## src/rtl/data_path.sv

```systemverilog
// K&S multicycle datapath: PC, IR, 4x16 register file, ALU and flags, fronting
// the single-port program/data RAM. All sequencing comes from the control unit.
package data_path_pkg;
  typedef enum logic [3:0] {
    I_NOP, I_BRANCH, I_BZERO, I_BNZERO, I_BNEG, I_BNNEG,
    I_LOAD, I_STORE, I_MOVE, I_ADD, I_SUB, I_AND, I_OR, I_HALT
  } decoded_instruction_type;
endpackage

module data_path
  import data_path_pkg::*;
#(
  parameter int DATA_W = 16,
  parameter int ADDR_W = 5
) (
  input  logic                    clk,
  input  logic                    rst_n,
  input  logic                    branch,
  input  logic                    pc_enable,
  input  logic                    ir_enable,
  input  logic                    write_reg_enable,
  input  logic                    addr_sel,
  input  logic                    c_sel,
  input  logic [1:0]              operation,
  input  logic                    flags_reg_enable,
  input  logic [DATA_W-1:0]       data_in,
  output logic [ADDR_W-1:0]       ram_addr,
  output logic [DATA_W-1:0]       data_out,
  output decoded_instruction_type decoded_instruction,
  output logic                    zero_op,
  output logic                    neg_op,
  output logic                    unsigned_overflow,
  output logic                    signed_overflow
);
  logic [ADDR_W-1:0] r_pc;
  logic [DATA_W-1:0] r_ir;
  logic [DATA_W-1:0] r_rf [4];
  logic              r_zero, r_neg, r_uov, r_sov;

  logic [1:0]        w_a_idx, w_b_idx, w_dst;
  logic [DATA_W-1:0] w_a, w_b, w_res;
  logic [DATA_W:0]   w_sum;
  logic              w_uov, w_sov;
  logic              w_unused;

  always_comb begin
    case (r_ir[15:8])
      8'h01:   decoded_instruction = I_BRANCH;
      8'h02:   decoded_instruction = I_BZERO;
      8'h03:   decoded_instruction = I_BNZERO;
      8'h04:   decoded_instruction = I_BNEG;
      8'h05:   decoded_instruction = I_BNNEG;
      8'h81:   decoded_instruction = I_LOAD;
      8'h82:   decoded_instruction = I_STORE;
      8'h91:   decoded_instruction = I_MOVE;
      8'hA1:   decoded_instruction = I_ADD;
      8'hA2:   decoded_instruction = I_SUB;
      8'hA3:   decoded_instruction = I_AND;
      8'hA4:   decoded_instruction = I_OR;
      8'hFF:   decoded_instruction = I_HALT;
      default: decoded_instruction = I_NOP;
    endcase
  end

  // IR[7] is not part of any field in this ISA.
  assign w_unused = r_ir[7];

  assign w_a_idx = r_ir[3:2];
  assign w_b_idx = r_ir[1:0];
  // LOAD carries its register in [6:5]; ALU/MOVE destinations live in [5:4].
  assign w_dst   = (decoded_instruction == I_LOAD) ? r_ir[6:5] : r_ir[5:4];

  assign w_a = r_rf[w_a_idx];
  // MOVE is OR with a zero second operand, so the result is R[A].
  assign w_b = (decoded_instruction == I_MOVE) ? '0 : r_rf[w_b_idx];

  always_comb begin
    w_sum = '0;
    w_res = '0;
    w_uov = 1'b0;
    w_sov = 1'b0;
    case (operation)
      2'b00: w_res = w_a | w_b;
      2'b01: begin
        w_sum = {1'b0, w_a} + {1'b0, w_b};
        w_res = w_sum[DATA_W-1:0];
        w_uov = w_sum[DATA_W];
        w_sov = (w_a[DATA_W-1] == w_b[DATA_W-1]) && (w_res[DATA_W-1] != w_a[DATA_W-1]);
      end
      2'b10: begin
        // Top bit of the widened difference is the borrow (a < b unsigned).
        w_sum = {1'b0, w_a} - {1'b0, w_b};
        w_res = w_sum[DATA_W-1:0];
        w_uov = w_sum[DATA_W];
        w_sov = (w_a[DATA_W-1] != w_b[DATA_W-1]) && (w_res[DATA_W-1] != w_a[DATA_W-1]);
      end
      default: w_res = w_a & w_b;
    endcase
  end

  always_ff @(posedge clk) begin
    if (!rst_n) begin
      r_pc   <= '0;
      r_ir   <= '0;
      r_zero <= 1'b0;
      r_neg  <= 1'b0;
      r_uov  <= 1'b0;
      r_sov  <= 1'b0;
      for (int i = 0; i < 4; i++) r_rf[i] <= '0;
    end else begin
      if (pc_enable)
        r_pc <= branch ? r_ir[ADDR_W-1:0] : r_pc + ADDR_W'(1);
      if (ir_enable)
        r_ir <= data_in;
      if (write_reg_enable)
        r_rf[w_dst] <= c_sel ? data_in : w_res;
      if (flags_reg_enable) begin
        r_zero <= (w_res == '0);
        r_neg  <= w_res[DATA_W-1];
        r_uov  <= w_uov;
        r_sov  <= w_sov;
      end
    end
  end

  assign ram_addr          = addr_sel ? r_pc : r_ir[ADDR_W-1:0];
  assign data_out          = r_rf[r_ir[6:5]];
  assign zero_op           = r_zero;
  assign neg_op            = r_neg;
  assign unsigned_overflow = r_uov;
  assign signed_overflow   = r_sov;
endmodule

```

## config.mk

```make
export PLATFORM = sky130hd
export DESIGN_NAME = data_path
export DESIGN_NICKNAME = d
export VERILOG_FILES = /design/src/rtl/data_path.sv
export SDC_FILE = /design/constraint.sdc
export NUM_CORES = 1
export LEC_CHECK = 0
export CAP_MARGIN = 20
export CORE_MARGIN = 2
export CORE_UTILIZATION = 62
export DETAILED_ROUTE_END_ITERATION = 6
export PLACE_DENSITY = 0.93
export SYNTH_ARGS = -nofsm -noshare
export SYNTH_HDL_FRONTEND = slang
export SYNTH_SLANG_ARGS = --single-unit
```

## constraint.sdc

```tcl
create_clock -name clk -period 11.7 [get_ports clk]
set_input_delay 2.34 -clock clk [delete_from_list [all_inputs] [get_ports clk]]
set_output_delay 2.34 -clock clk [all_outputs]
set_load 0.01 [all_outputs]
```

==> results.tsv, run 1 <==
metric	value	unit
CTS max path bufs	2	
post-DR vias/cell	6.68	
post-synthesis cell count	826	
Ant. Diodes	0	
max-slew violations	0	
number of global-route vias before repair	6401	
Crit. End Element	primary output	
first-pass GRT wire length	34200	microns
Die Area	13700	sq um
Static Leak	3.56	nW
core area	12500	sq um
Post-synth EDFFs	64	
outcome	complete, no violations	
TNS Setup	0	ns
GR Overflow Total	0	
actual slew at the worst max-slew pin	0.954	ns
WHS Path Cells	2	
Final ANT Viol Nets	0	
crit path cell chain	clkdlybuf4s50_1, mux2_2, clkdlybuf4s50_1	
Max-Cap Viols	0	
H-tree Lvls	3	
Layout Area Growth over Synthesis	12.4	%
maximum number of pins on one net before global-route repair	33	
Port Buffers	55	
Cell Area, Synth	7900	sq um
top cells by count, synth	85 x nor2_1, 67 x inv_1, 65 x nand2_1	
Num CTS Buffers	9	
worst path buffer plus inverter count	2	
wire per inst	21.6	microns
postcts setup bufs	0	
CP Data Arrival Time	3.79	ns
r2r setup slk	5.67	ns
Mean Syn Cell Area	9.56	sq um
Remaining DRCs	0	
worst-case reg-to-reg path depth	19	
final hold violations	0	
top post-synthesis cells by area	edfxtp_1 24%, ha_1 9.5%, mux4_2 9.1%	
clk_skew	0.0136	ns
period utilization	52.4	%
clk slew on worst S/H paths	0.07	ns
final setup vio count	0	
GR Util All Layers	32.9	%
Total Nets Final	941	
Seq/Total Area, Yosys	31.9	%
Hold Path Class	reg -> reg	
CTS resizes	0	
Pre-antenna DRT Iters	6	
Pwr Density	122	nW/um^2
CTS sink count	94	
share of layout cells above drive strength 1	11.6	%
CTS tree	done	
worst vdd ir	0.145	mV
fillers	884	
Starting Density	63.1	%
main flop type after synthesis	edfxtp_1	
post-synth top area cell	edfxtp_1	
most frequent cell after synthesis	nor2_1	
die width	117	microns
Clock Root Buffer	clkbuf_16	
DR vias	6878	
post-synth cell types	79	
Crit path max-delay family	buffers and inverters	
Rel. slew slack	36.2	%
hold_buf cts	0	
hpwl dp	15700	microns
Critical Path RT	9.36	ns
asr flop ratio synth	0	%
Final Wtd Congestion	0.930	
CP max FO	5	
Syn Nets	915	
num rows	41	
RSZ-0062 raised after global routing	false	
total power draw	1.08	mW
min-delay src	neg_op	
min Tclk post-route	6.13	ns
Max stage delay on crit path	0.59	ns
origin of the critical flop-to-flop path	r_ir[11]	
clock latency on the worst-skew pair	0.36	ns
Hold EP	neg_op	
total wire length	22200	microns
DIE HEIGHT	117	microns
Synth top area share	24.3	%
YS warnings	0	
WS Path Type	in -> out	
DRT iter0 DRCs	1000	
slowest library cell on the worst path	clkdlybuf4s50_1	
Critical Path Start Type	input pin	
most repeated library cell on the critical path	clkdlybuf4s50_1	
reg2reg end	r_rf[1][15]	
#FFs+latches synth	94	
maximum clock frequency	0.163	GHz
initial antenna violation count	0	
IO Count	56	
sequential cells by signal, summed over array words and instances (netlist names), named ones only:
| signal | count |
|---|---|
| zero_op | 1 |
| signed_overflow | 1 |
| r_ir | 15 |
| neg_op | 1 |
| unsigned_overflow | 1 |
| r_rf | 64 |
| r_pc | 5 |
worst max path at each step:
stage | startpoint | to | depth (start not counted) | slack [ns]
2_1_floorplan | addr_sel | ram_addr[0] | 1 | 6.68
3_3_place_gp | addr_sel | ram_addr[1] | 3 | 5.62
3_5_place_dp | addr_sel | ram_addr[3] | 3 | 5.58
4_1_cts | addr_sel | ram_addr[4] | 3 | 5.58
5_1_grt | r_ir[11] | r_rf[1][15] | 19 | 5.31
6_report | addr_sel | ram_addr[4] | 3 | 5.57
cell families after synthesis:
family                     share of synthesized area (%)
AOI/OAI and AO/OA                                   16.3
xor gates and xnor gates                            1.44
adders and majority gates                           10.0
buffers and inverters                               6.05
DFF                                                 31.9
muxes                                               17.8
and+or+nand+nor                                     16.5
where the power goes:
part | switching, mW | internal (mW)
Clock | 0.138 | 0.175
Combinational | 0.218 | 0.158
Sequential | 0.0207 | 0.374
Total | 0.377 | 0.708
cell type report:
cell class | instances | area [sq um] | area share [%]
clock inverters | 6 | 76.3 | 0.860
flip-flops and latches | 94 | 2520 | 28.4
inverters | 73 | 274 | 3.09
repair buffers | 63 | 651 | 7.33
well taps | 172 | 215 | 2.42
multi-input cells | 611 | 4900 | 55.2
clock buffers | 10 | 239 | 2.69
placed cells by master (no fill, tap or decap), drive strengths merged, types with 8 or more instances in the layout:
cell type / Yosys / routed
a21o: 8 / 8
a21oi: 25 / 25
buf: 17 / 8
clkbuf: 31 / 10
clkdlybuf4s50: 0 / 55
dfxtp: 30 / 30
edfxtp: 64 / 64
ha: 60 / 60
inv: 72 / 75
mux2: 23 / 23
mux2i: 42 / 42
mux4: 32 / 32
nand2: 65 / 65
nand2b: 17 / 17
nand3: 10 / 10
nor2: 86 / 86
nor2b: 30 / 30
nor3: 12 / 12
o211ai: 23 / 23
o21a: 8 / 8
o21ai: 35 / 35
o31ai: 9 / 9
or3: 8 / 8
xnor2: 12 / 12
worst register-to-register path: cells and delay by family, from the launching register on:
family          cells  cell delay (ns)
fa+ha+maj           1             0.67
compound gates      6             1.68
mux                 3             0.79
simple gates        9             2.28
flops               1             0.33
per-layer routing:
metal | vias up | wire (microns) | GRT usage, %
met4 | 0 | 862 | 14.4
met1 | 3288 | 8810 | 44.0
li1 | 3071 | - | -
met5 | - | 0 | 0
met2 | 446 | 10600 | 53.1
met3 | 73 | 1980 | 5.92
through the flow:
step / hold WS (ns) / util, % / area (sq um) / setup WS, ns / instances
3_5_place_dp: 0.530 / 67.9 / 8500 / 5.58 / 1011
2_1_floorplan: 0.487 / - / 7900 / 6.68 / 826
3_3_place_gp: 0.521 / 67.9 / 8500 / 5.62 / 1011
4_1_cts: 0.540 / 70.5 / 8820 / 5.58 / 1027
5_1_grt: 0.570 / 70.9 / 8870 / 5.31 / 1029
6_report: 0.551 / 70.9 / 8870 / 5.57 / 1029
(Power assumes the default switching activity.)
==> run 2: changes to the inputs <==
Settings changed: CORE_UTILIZATION 62 to 61, PLACE_DENSITY 0.93 to 0.92.
Clock period 11.7 ns to 5.7 ns, I/O delays scaled along.
==> run 2 against run 1 <==
- routed wire length is 5.2% higher
- critical endpoint is now r_rf[3][15]
- largest cell class unchanged
- worst hold slack worse by 0.041 ns
- the run now ends with design-rule violations left
- register-to-register slack worse by 5.4 ns
- clock power is 110% higher
- highest routed layer unchanged
- via count is 2.5% higher
- clock skew is 0.0049 ns lower
- sequential power is 100% higher
==> results.tsv, run 2 (synthesis results as in run 1) <==
metric	value	unit
most common cell after layout, fill and taps aside	nor2_1	
min Tclk post-route	5.40	ns
wire per inst	22.5	microns
Total Nets Final	951	
DRT iter0 DRCs	1006	
DR vias	7049	
hold slack	0.509	ns
flip-flop count of the largest register after layout	64	
CTS max path bufs	2	
instance area at placement	8590	sq um
reg2reg end	r_rf[3][15]	
worst path buffer plus inverter count	1	
hold_buf cts	0	
H-tree Lvls	3	
Remaining DRCs	1	
Ant. Diodes	0	
IO Count	56	
CP max FO	10	
WS Path Type	reg -> reg	
Static Leak	3.60	nW
Reg with most FFs	r_rf	
first-pass GRT wire length	36700	microns
Final Wtd Congestion	1.03	
actual slew at the worst max-slew pin	0.930	ns
worst vdd ir	0.206	mV
CTS sink count	94	
Final ANT Viol Nets	0	
post-DR vias/cell	6.78	
maximum clock frequency	0.185	GHz
Pwr Density	252	nW/um^2
Die Area	13900	sq um
CTS tree	done	
clk slew on worst S/H paths	0.07	ns
final hold violations	0	
GR Util All Layers	33.6	%
Num CTS Buffers	9	
slowest library cell on the worst path	ha_1	
start point of the critical path	r_ir[11]	
Util after Layout	70.8	%
GR Overflow Total	0	
outcome	finished with violations	
maximum number of pins on one net before global-route repair	33	
Crit path max-delay family	simple AND/OR/NAND/NOR gates	
Port Buffers	55	
failing checks	design-rule violations	
period utilization	94.7	%
Layout Area Growth over Synthesis	13.2	%
initial antenna violation count	0	
max-slew violations	0	
Hold Path Class	reg -> reg	
Starting Density	62.6	%
share of layout cells above drive strength 1	12.9	%
Crit. End Element	flop	
core area	12600	sq um
num rows	41	
hpwl dp	16200	microns
Max stage delay on crit path	0.52	ns
most frequent cells in the layout	85 x nor2_1, 67 x inv_1, 65 x nand2_1, 64 x edfxtp_1, 58 x ha_1	
crit path to	r_rf[3][15]	
clk_skew	0.00876	ns
Pre-antenna DRT Iters	7	
DIE HEIGHT	118	microns
worst-case reg-to-reg path depth	20	
Max-Cap Viols	0	
RSZ-0062 raised after global routing	false	
Top Registers	r_rf x64, r_ir x15, r_pc x5	
die width	118	microns
clock latency on the worst-skew pair	0.35	ns
number of global-route vias before repair	6859	
total wire length	23400	microns
Critical Path RT	5.78	ns
critical path depth	20	
final instance area	8940	sq um
origin of the critical flop-to-flop path	r_ir[11]	
Critical Path Start Type	flop	
Rel. slew slack	37.8	%
final setup vio count	0	
r2r setup slk	0.30	ns
TNS Setup	0	ns
CP Data Arrival Time	5.48	ns
Clock Root Buffer	clkbuf_16	
crit path cell chain	or3_1, or3b_1, mux2i_1, and2_1, nand2_1, o311ai_1, nor2_1, nand3_1, buf_4, o211ai_1, ha_1, nand3b_1, o221ai_1, or4_1, o32ai_1, o41a_1, mux2i_1, a41oi_1, mux2i_2, nor2_1	
run 2: worst min-delay path by stage:
| stage | from | end | slack (ns) | cells past startpoint |
|---|---|---|---|---|
| CTS | zero_op | zero_op | 0.51 | 2 |
| global placement | zero_op | zero_op | 0.50 | 2 |
| finish | zero_op | zero_op | 0.51 | 2 |
| detailed placement | zero_op | zero_op | 0.50 | 2 |
| floorplan | r_pc[1] | r_pc[1] | 0.49 | 1 |
| global route | zero_op | zero_op | 0.52 | 2 |
run 2: what timing repair did:
item | in CTS | in global routing
setup endpoints to repair | 0 | 4
buffers inserted | 0 | 0
resized for setup | 0 | 3
run 2: per-layer routing:
| layer | share of wire (%) | global-route usage (%) | vias up |
|---|---|---|---|
| met5 | 0 | 0 | - |
| met4 | 5.7 | 19.4 | 0 |
| met3 | 11 | 5.52 | 96 |
| met2 | 45 | 52.5 | 504 |
| met1 | 38 | 44.4 | 3367 |
| li1 | - | - | 3082 |
run 2: report_power, final:
group,switching [mW],internal (mW)
Clock,0.286,0.360
Sequential,0.0369,0.768
Combinational,0.470,0.331
run 2: final cells by class:
cell class	instances	area (sq um)
sequential	94	2520
clock buffer	11	275
inverter	73	274
tap	172	215
clock inverter	5	58.8
multi-input combinational	611	4910
fill	876	3680
timing repair buffer	73	686
run 2: per-stage QoR:
stage	worst slack (ns)	total power, mW	std cells
finish	0.300	2.25	1039
global route	0.00782	2.33	1039
CTS	0.317	2.22	1039
detailed placement	0.422	1.57	1023
global placement	0.573	1.55	1023
floorplan	1.02	1.36	826
run 2: tightest hold or removal path: cells and delay by family, from the launching register on:
| kind | cells | cell delay (ns) |
|---|---|---|
| AO/OA/AOI/OAI | 1 | 0.07 |
| flip-flops | 1 | 0.32 |
| AND/OR/NAND/NOR | 1 | 0.07 |
